## src/rtl/clint_timer_ctrl_pkg.sv

```systemverilog
// Shared CLINT definitions: register offsets, reset constants, SoC base address
// and the offset decoder used by the register block.
package clint_timer_ctrl_pkg;

  localparam logic [31:0] CLINT_BASE_ADDR   = 32'h0200_0000;
  localparam logic [31:0] CLINT_MSIP        = 32'h0000_0000;
  localparam logic [31:0] CLINT_MTIMECMP_LO = 32'h0000_4000;
  localparam logic [31:0] CLINT_MTIMECMP_HI = 32'h0000_4004;
  localparam logic [31:0] CLINT_MTIME_LO    = 32'h0000_BFF8;
  localparam logic [31:0] CLINT_MTIME_HI    = 32'h0000_BFFC;

  localparam logic [63:0] CLINT_MTIMECMP_RST = 64'hFFFF_FFFF_FFFF_FFFF;

  typedef enum logic [2:0] {
    REG_NONE       = 3'd0,
    REG_MSIP       = 3'd1,
    REG_MTIMECMP_LO = 3'd2,
    REG_MTIMECMP_HI = 3'd3,
    REG_MTIME_LO   = 3'd4,
    REG_MTIME_HI   = 3'd5
  } clint_reg_e;

  // Maps a word-aligned byte offset to the register it selects.
  function automatic clint_reg_e clint_decode(input logic [31:0] off);
    clint_reg_e sel;
    case (off)
      CLINT_MSIP:        sel = REG_MSIP;
      CLINT_MTIMECMP_LO: sel = REG_MTIMECMP_LO;
      CLINT_MTIMECMP_HI: sel = REG_MTIMECMP_HI;
      CLINT_MTIME_LO:    sel = REG_MTIME_LO;
      CLINT_MTIME_HI:    sel = REG_MTIME_HI;
      default:           sel = REG_NONE;
    endcase
    return sel;
  endfunction

endpackage

```

## src/rtl/clint_prescaler.sv

```systemverilog
// Tick generator: one tick every TICK_DIV un-halted cycles, first tick on the
// first cycle after reset. TICK_DIV=0 behaves as 1.
module clint_prescaler #(
  parameter int unsigned DIV_W    = 16,
  parameter int unsigned TICK_DIV = 1
) (
  input  logic clk,
  input  logic rst_n,
  input  logic halt,
  output logic tick
);

  localparam int unsigned    DIV_EFF = (TICK_DIV == 0) ? 1 : TICK_DIV;
  localparam logic [DIV_W-1:0] RELOAD = DIV_W'(DIV_EFF - 1);

  logic [DIV_W-1:0] cnt_r;
  logic [DIV_W-1:0] cnt_nxt_s;

  assign tick = ~halt & (cnt_r == '0);

  // Next count: hold while halted, reload on tick, otherwise count down.
  always_comb begin
    cnt_nxt_s = cnt_r;
    if (halt) begin
      cnt_nxt_s = cnt_r;
    end else if (cnt_r == '0) begin
      cnt_nxt_s = RELOAD;
    end else begin
      cnt_nxt_s = cnt_r - DIV_W'(1);
    end
  end

  // Count register.
  always_ff @(posedge clk or negedge rst_n) begin
    if (!rst_n) begin
      cnt_r <= '0;
    end else begin
      cnt_r <= cnt_nxt_s;
    end
  end

endmodule

```

## src/rtl/clint_timer_ctrl.sv

```systemverilog
// CLINT-style machine timer and software interrupt block: mtime, mtimecmp and
// msip on a single-cycle request bus with a one-cycle registered response.
module clint_timer_ctrl
  import clint_timer_ctrl_pkg::*;
#(
  parameter int unsigned XLEN         = 32,
  parameter int unsigned ADDR_W       = 16,
  parameter int unsigned TICK_DIV     = 1,
  parameter logic [63:0] MTIMECMP_RST = CLINT_MTIMECMP_RST
) (
  input  logic              clk,
  input  logic              reset,
  input  logic              req,
  input  logic              we,
  input  logic [ADDR_W-1:0] addr,
  input  logic [XLEN-1:0]   wdata,
  output logic              rvalid,
  output logic [XLEN-1:0]   rdata,
  output logic              err,
  input  logic              halt,
  output logic              timer_irq,
  output logic              soft_irq
);

  logic [31:0] offset_s;
  clint_reg_e  sel_s;
  logic        wr_s;
  logic        tick_s;
  logic [31:0] wdata_s;
  logic [31:0] read_data_s;
  logic        unmapped_s;

  logic [63:0] mtime_r;
  logic [63:0] mtime_nxt_s;
  logic [63:0] mtimecmp_r;
  logic [63:0] mtimecmp_nxt_s;
  logic        msip_r;
  logic        msip_nxt_s;

  logic              rvalid_r;
  logic [XLEN-1:0]   rdata_r;
  logic              err_r;
  logic              timer_irq_r;
  logic              soft_irq_r;

  clint_prescaler #(
    .DIV_W    (16),
    .TICK_DIV (TICK_DIV)
  ) u_prescaler (
    .clk   (clk),
    .rst_n (reset),
    .halt  (halt),
    .tick  (tick_s)
  );

  assign wdata_s = wdata[31:0];
  assign wr_s    = req & we;

  // Word-align the offset and decode the addressed register.
  always_comb begin
    offset_s              = 32'd0;
    offset_s[ADDR_W-1:0]  = addr;
    offset_s[1:0]         = 2'b00;
    sel_s                 = clint_decode(offset_s);
    unmapped_s            = (sel_s == REG_NONE);
  end

  // Read mux samples the current register state, before any update this cycle.
  always_comb begin
    case (sel_s)
      REG_MSIP:        read_data_s = {31'd0, msip_r};
      REG_MTIMECMP_LO: read_data_s = mtimecmp_r[31:0];
      REG_MTIMECMP_HI: read_data_s = mtimecmp_r[63:32];
      REG_MTIME_LO:    read_data_s = mtime_r[31:0];
      REG_MTIME_HI:    read_data_s = mtime_r[63:32];
      default:         read_data_s = 32'd0;
    endcase
  end

  // A write to one half of mtime beats a coincident tick; the other half
  // keeps its old value rather than taking a carry.
  always_comb begin
    mtime_nxt_s = mtime_r;
    case ({wr_s && (sel_s == REG_MTIME_HI), wr_s && (sel_s == REG_MTIME_LO)})
      2'b01:   mtime_nxt_s = {mtime_r[63:32], wdata_s};
      2'b10:   mtime_nxt_s = {wdata_s, mtime_r[31:0]};
      default: mtime_nxt_s = tick_s ? (mtime_r + 64'd1) : mtime_r;
    endcase
  end

  // Next-state for mtimecmp and msip.
  always_comb begin
    mtimecmp_nxt_s = mtimecmp_r;
    msip_nxt_s     = msip_r;
    case (wr_s ? sel_s : REG_NONE)
      REG_MTIMECMP_LO: mtimecmp_nxt_s = {mtimecmp_r[63:32], wdata_s};
      REG_MTIMECMP_HI: mtimecmp_nxt_s = {wdata_s, mtimecmp_r[31:0]};
      REG_MSIP:        msip_nxt_s     = wdata_s[0];
      default: begin
        mtimecmp_nxt_s = mtimecmp_r;
        msip_nxt_s     = msip_r;
      end
    endcase
  end

  // Architectural registers and interrupt lines, compared on post-update values.
  always_ff @(posedge clk or negedge reset) begin
    if (!reset) begin
      mtime_r     <= 64'd0;
      mtimecmp_r  <= MTIMECMP_RST;
      msip_r      <= 1'b0;
      timer_irq_r <= 1'b0;
      soft_irq_r  <= 1'b0;
    end else begin
      mtime_r     <= mtime_nxt_s;
      mtimecmp_r  <= mtimecmp_nxt_s;
      msip_r      <= msip_nxt_s;
      timer_irq_r <= (mtime_nxt_s >= mtimecmp_nxt_s);
      soft_irq_r  <= msip_nxt_s;
    end
  end

  // Bus response, one cycle after each request; write responses carry rdata=0.
  always_ff @(posedge clk or negedge reset) begin
    if (!reset) begin
      rvalid_r <= 1'b0;
      rdata_r  <= '0;
      err_r    <= 1'b0;
    end else begin
      rvalid_r <= req;
      rdata_r  <= (req && !we) ? XLEN'(read_data_s) : '0;
      err_r    <= req & unmapped_s;
    end
  end

  assign rvalid    = rvalid_r;
  assign rdata     = rdata_r;
  assign err       = err_r;
  assign timer_irq = timer_irq_r;
  assign soft_irq  = soft_irq_r;

endmodule

```

## config.mk

```make
export PLATFORM = sky130hd
export DESIGN_NAME = clint_timer_ctrl
export DESIGN_NICKNAME = d
export VERILOG_FILES = /design/src/rtl/clint_timer_ctrl_pkg.sv /design/src/rtl/clint_prescaler.sv /design/src/rtl/clint_timer_ctrl.sv
export SDC_FILE = /design/constraint.sdc
export NUM_CORES = 1
export LEC_CHECK = 0
export BUFFER_PORTS_ARGS = -buffer_cell sky130_fd_sc_hd__buf_2
export CAP_MARGIN = 5
export CORE_ASPECT_RATIO = 1.5
export CORE_UTILIZATION = 30
export CTS_BUF_LIST = sky130_fd_sc_hd__clkbuf_4
export DETAILED_ROUTE_END_ITERATION = 12
export PLACE_DENSITY = 0.44
export SLEW_MARGIN = 10
export SYNTH_ARGS = -nofsm -noshare
export SYNTH_HDL_FRONTEND = slang
export SYNTH_HIERARCHICAL = 1
export SYNTH_SLANG_ARGS = --single-unit
```

## constraint.sdc

```tcl
create_clock -name clk -period 4.05 [get_ports clk]
set_input_delay 0 -clock clk [delete_from_list [all_inputs] [get_ports clk]]
set_output_delay 0 -clock clk [all_outputs]
set_load 0.02 [all_outputs]
```

# Word level (Yosys, flattened, before mapping)
# Index checks and enable logic that the tools add are counted.
dict set report word_totals {
  regBits 180
  input_bits 53
  out_inout_bits 36
  wordCells 44
}
dict set report classes {
  add_sub_neg 2
  n_lt_le_gt_ge 1
  n_eq_ne 14
  mux 8
  bitwise 4
  reduce_logical 7
}
# cell count
set ops {}
lappend ops {{case mux 64 bit (2 select lines)} 2}
lappend ops {{case mux 32 bit (5 select lines)} 1}
lappend ops {{adder 64 x 1 -> 64 bit, second input constant} 1}
lappend ops {{greater-or-equal comparator 64 bit} 1}
lappend ops {{two-way mux 64 bit} 1}
lappend ops {{two-way mux 32 bit} 1}
lappend ops {{equality test 14 x 13 -> 1 bit, second input constant} 2}
lappend ops {{equality test 14 bit, second input constant} 2}
lappend ops {{zero test 16 bit} 1}
lappend ops {{two-way mux 16 bit} 1}
lappend ops {{subtractor 16 x 1 -> 16 bit, second input constant} 1}
lappend ops {{case mux 3 bit (5 select lines)} 1}
lappend ops {{zero test 14 bit} 1}
lappend ops {{equality test 3 x 2 -> 1 bit, second input constant} 4}
lappend ops {{equality test 3 x 1 -> 1 bit, second input constant} 2}
lappend ops {{equality test 3 bit, second input constant} 2}
lappend ops {{bitwise AND 1 bit} 3}
lappend ops {{logical AND 1 bit} 3}
lappend ops {{zero test 3 bit} 1}
lappend ops {{two-way mux 3 bit} 1}
lappend ops {{equality test 2 x 1 -> 1 bit, second input constant} 1}
lappend ops {{equality test 2 bit, second input constant} 1}
lappend ops {{zero test 1 bit} 1}
lappend ops {{inverter 1 bit} 1}

# Logic depth before layout (Yosys ltp)
dict set report depth {
  ltp_word 7
  depth_mapped 21
  depth_no_buf 18
}

# Cells and area by module
# The synthesis kept the hierarchy.
# mod n_inst cells_each area_per_inst_um2 seq_area_each_um2
set by_module_without_submodules {}
lappend by_module_without_submodules {clint_timer_ctrl 1 997 9887.0 4184.0}
lappend by_module_without_submodules {clint_prescaler 1 85 878.3 400.4}

# Worst setup path before layout
# No wires, ideal clock.
dict set report synth_path {
  path_kind {reg2reg}
  from {register u_prescaler.cnt_r[0]}
  to {register timer_irq_r, in the netlist timer_irq}
  setup_ps 83
  arrival_ps 4372
  t_required_ps 3967
  setup_slack_ps -405
  path_stages_with_launch 19
  n_path_buf 2
  period_less_slack_ps 4455
  path_cell_list {dfrtp_1 inv_1 ha_1 or3b_2 nor2_4 buf_2 and4_1 clkbuf_1 nand4_1 nor4_4 nand2_1 a21o_1 a221o_1 ha_1 nand3_1 or3_1 a211oi_1 nand2_1 o21ai_0}
}
dict set report synth_between {
  elab_chain_len 5
}
# item line_no
set synth_lines {}
lappend synth_lines {{start, declared} clint_prescaler.sv:16} ;# logic [DIV_W-1:0] cnt_r;
lappend synth_lines {{start signal, assigned} clint_prescaler.sv:38} ;# cnt_r <= cnt_nxt_s;
lappend synth_lines {{zero test 16 bit} clint_prescaler.sv:19} ;# assign tick = ~halt & (cnt_r == '0);
lappend synth_lines {{bitwise AND 1 bit} clint_prescaler.sv:19}
lappend synth_lines {{via tick_s} clint_timer_ctrl.sv:28} ;# logic tick_s;
lappend synth_lines {{two-way mux 64 bit} clint_timer_ctrl.sv:87} ;# default: mtime_nxt_s = tick_s ? (mtime_r + 64'd1) : mtime_r;
lappend synth_lines {{case mux 64 bit (2 select lines)} clint_timer_ctrl.sv:84} ;# case ({wr_s && (sel_s == REG_MTIME_HI), wr_s && (sel_s == REG_MTIME_LO)})
lappend synth_lines {{via mtime_nxt_s[52]} clint_timer_ctrl.sv:34} ;# logic [63:0] mtime_nxt_s;
lappend synth_lines {{greater-or-equal comparator 64 bit} clint_timer_ctrl.sv:118} ;# timer_irq_r <= (mtime_nxt_s >= mtimecmp_nxt_s);
lappend synth_lines {{end signal, assigned} clint_timer_ctrl.sv:118}
lappend synth_lines {{end, declared} clint_timer_ctrl.sv:43} ;# logic timer_irq_r;
# The timed path passes the listed nets, and every way through them passes these cells.
# A chain may end at the register's enable or synchronous reset.

# Worst setup path in the final report
dict set report layout_path {
  from {register u_prescaler.cnt_r[9]}
  to {register timer_irq_r, in the netlist timer_irq}
}
# Same word-level chain as after synthesis.

==> results by stage <==
Synthesis:
- The count of mapped cells out of synthesis is between 1,000 and 1,500.
- For this run, the register share of the synthesized area comes to 42.58%.
- The total nets after synthesis is approximately 1,200.
- The netlist area before placement is 10,770 um2.
- In this run, synthesis inferred 0 flip-flops with an integrated enable.
- The most frequently used flop master after synthesis is sky130_fd_sc_hd__dfrtp_1.
- The number of warnings issued by yosys is 6.
- The average cell area after synthesis is 9.949 um2.
- The flop and latch count out of synthesis is 180.
- The number of distinct library cell variants in the gate-level netlist after synthesis is 66.
- The async set-reset flop share out of synthesis is 100.0%.

Global route:
- The number of global-route vias before repair came to around 9,800.
- Entering global routing, the biggest net connects 110 pins.
- The number of antenna violations at the first check in global routing came to 2.
- The total congestion overflow is 0.
- The first-pass GRT wire length is around 57 mm.
- The global-route usage over all layers is roughly a fifth.

STA:
- Dividing the final minimum period by the clock period gives slightly below 100%.
- The minimum hold slack is 0.03362 ns.
- In this run the tightest slew margin relative to its limit is ~34%.
- The total negative setup slack is 0 ns.
- Setup repair after global routing could not meet its margin everywhere.
- The fmax is 0.2538 GHz.
- For the pin with the worst max-slew slack, the measured transition is roughly 1 ns.
- The hold violation count in the final report is 0.
- Setup violations remaining at the end of the flow were counted as 0.
- The final setup slack of the worst path is between 0.1 and 0.15 ns.
- The final max-slew violation count is 0.
- The clock skew after layout is 0.02827 ns.
- The routed design could run at a clock period as short as between 3 and 4 ns.

Worst setup path:
- The worst setup path is captured at a flip-flop.
- The data arrival time of the worst path is 4.49 ns.
- The critical path in this run is classified as flip-flop to flip-flop.
- STA puts the critical path data required time at between 4 and 5 ns.
- Of all nets on the critical path, the largest fanout is 4.
- The largest individual stage delay along the critical path comes from the cell sky130_fd_sc_hd__dfrtp_1.
- Tracing the worst setup path back leads to its startpoint at u_prescaler/cnt_r[9]$_DFFE_PN0N_.
- Walking the worst path, the cells encountered are nor4_4 > nand4_1 > nor2_4 > and4_4 > nand4_1 > buf_6 > nor4_4 > nand4_1 > buf_4 > buf_4 > nor3_1 > a221o_1 > ha_4 > nand4_1 > nor3_2 > buf_4 > a221oi_2 > o211ai_1 > a21oi_2 > o21ai_1.
- The largest stage delay on the critical path is 0.45 ns.
- The startpoint identified for the worst register-to-register timing path is u_prescaler/cnt_r[9]$_DFFE_PN0N_.
- STA classifies the critical path startpoint as a flip-flop.
- The most frequent cell on the critical path is sky130_fd_sc_hd__nand4_1.

Detailed routing:
- The final antenna-violating net count is 0.
- The routed wire length per instance is ~21 um.
- The total DRC errors in the routed layout is 0.
- In this run, the number of DRC markers left after iteration 0 of detailed routing was 577.
- For this block, the via count after detailed routing is ~9,500.
- The number of detailed-route iterations in the first pass is 8.
- The total length of routed wires is approximately 37 mm.
- In the routed layout, each cell is associated on average with a via count of between 5 and 6.

CTS:
- The CTS sink count is 180.
- The clock passes through at most 2 buffers.
- The master cell of the clock root buffer is sky130_fd_sc_hd__clkbuf_4.
- The clock insertion delay at the later pin of the skew report is ~0.66 ns.
- Clock-pin slew was measured on the worst setup and hold paths at about 0.16 ns.
- TritonCTS created 17 clock buffers.
- The maximum level of the CTS H-tree is 4.
- The TritonCTS clock tree is done.

Die:
- In this run the standard cell core region covers 35,210 um2.
- In this run the core area contains 84 standard-cell rows.
- The initial utilization of the core area, before any placement, comes to a little under a third.
- The die span in x is roughly 160 um.
- In this run the count of I/O pins placed on the die edge is between 80 and 90.
- The die is ~230 um tall.
- The area of the die is around 37,000 um2.

Final layout:
- At the end of the flow the core is filled with cells to between 30% and 40%.
- The final layout contains about 1,400 nets.
- The layout cell share with drive strength beyond 1 is 31.81%.
- The area growth from synthesis to final layout is 25.78%.

Status:
- The flow ran to the end, and the final reports show no timing, DRC or antenna violations.

Pwr:
- The power density normalized to cell area is ~260 nW/um2.
- Power comes to 3.541 mW.
- The leakage power is about 6.3 nW.
- The maximum ir drop on the vdd rail is approximately 0.14 mV.

Placement:
- The number of input and output port buffers inserted is between 80 and 90.
- The worst slack at placement is -0.1131 ns.
- The global placement routability congestion is about 0.85.
- The total half-perimeter wirelength after legalization and detailed placement is about 27 mm.

Flow run:
- The count of max-cap constraint violations is 0.

Worst hold path:
- The path class of the lowest-slack min-delay path is input port to asynchronous set/reset pin.
## logic make-up after synthesis
group	count (synthesis)	synth area share, %
AND/OR/NAND/NOR	338	16.53
AO/OA/AOI/OAI	228	15.62
flip-flops	180	42.58
buffers and inverters	139	5.056
multiplexers	106	10.44
adder cells (fa/ha/maj)	68	7.903
XOR/XNOR	23	1.871
## routing by layer
layer | global-route usage (%) | routed length [um] | up-vias
li1 | - | - | 4477
met1 | 22.88 | 14430 | 4719
met2 | 39.84 | 20360 | 225
met3 | 2.717 | 1018 | 73
met4 | 8.977 | 1414 | 0
met5 | 0 | 0 | -
## where the power goes
part,internal (mW),total (mW),switching [mW]
Combinational,0.265,0.527,0.262
Sequential,1.87,1.94,0.0696
Clock,0.379,1.07,0.696
Total,2.51,3.54,1.03
## synth_stat cells, types with 10 or more instances
master | n | area share, %
sky130_fd_sc_hd__xnor2_1 | 10 | 0.81
sky130_fd_sc_hd__mux2i_1 | 56 | 5.2
sky130_fd_sc_hd__a221o_1 | 20 | 1.9
sky130_fd_sc_hd__a221oi_1 | 13 | 1.1
sky130_fd_sc_hd__clkbuf_1 | 43 | 1.5
sky130_fd_sc_hd__and3_1 | 12 | 0.70
sky130_fd_sc_hd__a21oi_1 | 40 | 1.9
sky130_fd_sc_hd__nor2_1 | 70 | 2.4
sky130_fd_sc_hd__mux2_2 | 50 | 5.2
sky130_fd_sc_hd__nand3_1 | 40 | 1.9
sky130_fd_sc_hd__a222oi_1 | 32 | 3.0
sky130_fd_sc_hd__nand2_1 | 92 | 3.2
sky130_fd_sc_hd__dfstp_2 | 64 | 16
sky130_fd_sc_hd__o21ai_0 | 39 | 1.8
sky130_fd_sc_hd__inv_1 | 80 | 2.8
sky130_fd_sc_hd__nor4_1 | 15 | 0.87
sky130_fd_sc_hd__o211ai_1 | 12 | 0.84
sky130_fd_sc_hd__xor2_1 | 13 | 1.1
sky130_fd_sc_hd__dfrtp_1 | 116 | 27
sky130_fd_sc_hd__nand4_1 | 33 | 1.9
sky130_fd_sc_hd__a21o_1 | 20 | 1.4
sky130_fd_sc_hd__ha_1 | 68 | 7.9
sky130_fd_sc_hd__nor3_1 | 24 | 1.1
sky130_fd_sc_hd__o311ai_0 | 11 | 0.89
## through the flow
stage,std cells,area [um2]
2_1_floorplan,1082,10790
3_3_place_gp,1702,12540
3_5_place_dp,1702,12540
4_1_cts,1780,13320
5_1_grt,1789,13540
6_report,1789,13540
## worst paths after layout
check                                            to  slack, ns  depth (start not counted)
hold / removal                   rdata[2]$_DFF_PN0_       0.03                          2
setup reg to reg                timer_irq$_DFF_PN0_       0.11                         20
setup / recovery                timer_irq$_DFF_PN0_       0.11                         20
max in group asynchronous  mtimecmp_r[25]$_DFF_PN1_       2.85                          3
min in group clk                   rvalid$_DFF_PN0_       0.10                          2
hold reg to reg                soft_irq$_DFFE_PN0N_       0.58                          1
## layout make-up
| class | count | area (um2) |
|---|---|---|
| timing repair buffer | 258 | 1908 |
| sequential | 180 | 4584 |
| inverter | 81 | 304.0 |
| clock inverter | 13 | 135.1 |
| tap | 473 | 591.8 |
| clock buffer | 19 | 142.6 |
| fill | 3597 | 21670 |
| antenna | 2 | 5.005 |
| multi-input combinational | 763 | 5869 |
## timing repair
item	CTS	global route
gates resized for setup	9	41
hold endpoints to repair	251	0
buffers inserted	4	6
pin swaps	13	27
setup endpoints to repair	1	1
gates cloned	0	1
hold buffers	43	0
## flip-flops by register name (all words and copies together) (netlist names)
name               flops
timer_irq              1
rvalid                 1
soft_irq               1
mtime_r               64
mtimecmp_r            64
err                    1
u_prescaler/cnt_r     16
rdata                 32
## worst max-delay path, delay by kind of cell, from the launching register on
family	cells	cell delay, ns
fa+ha+maj	1	0.22
flops	1	0.45
compound gates	5	0.81
buf+inv	4	0.58
simple gates	10	1.77
## cells in the final DEF, fill, tap and decap left out, types with 50 or more instances in the layout
cell type / count
sky130_fd_sc_hd__mux2i_1: 56
sky130_fd_sc_hd__buf_4: 121
sky130_fd_sc_hd__buf_2: 85
sky130_fd_sc_hd__inv_1: 80
sky130_fd_sc_hd__nand2_1: 91
sky130_fd_sc_hd__dfstp_2: 64
sky130_fd_sc_hd__dfrtp_1: 116
sky130_fd_sc_hd__ha_1: 64
sky130_fd_sc_hd__nor2_1: 69
sky130_fd_sc_hd__mux2_2: 50
No activity file was read; power rests on OpenSTA's default activity.
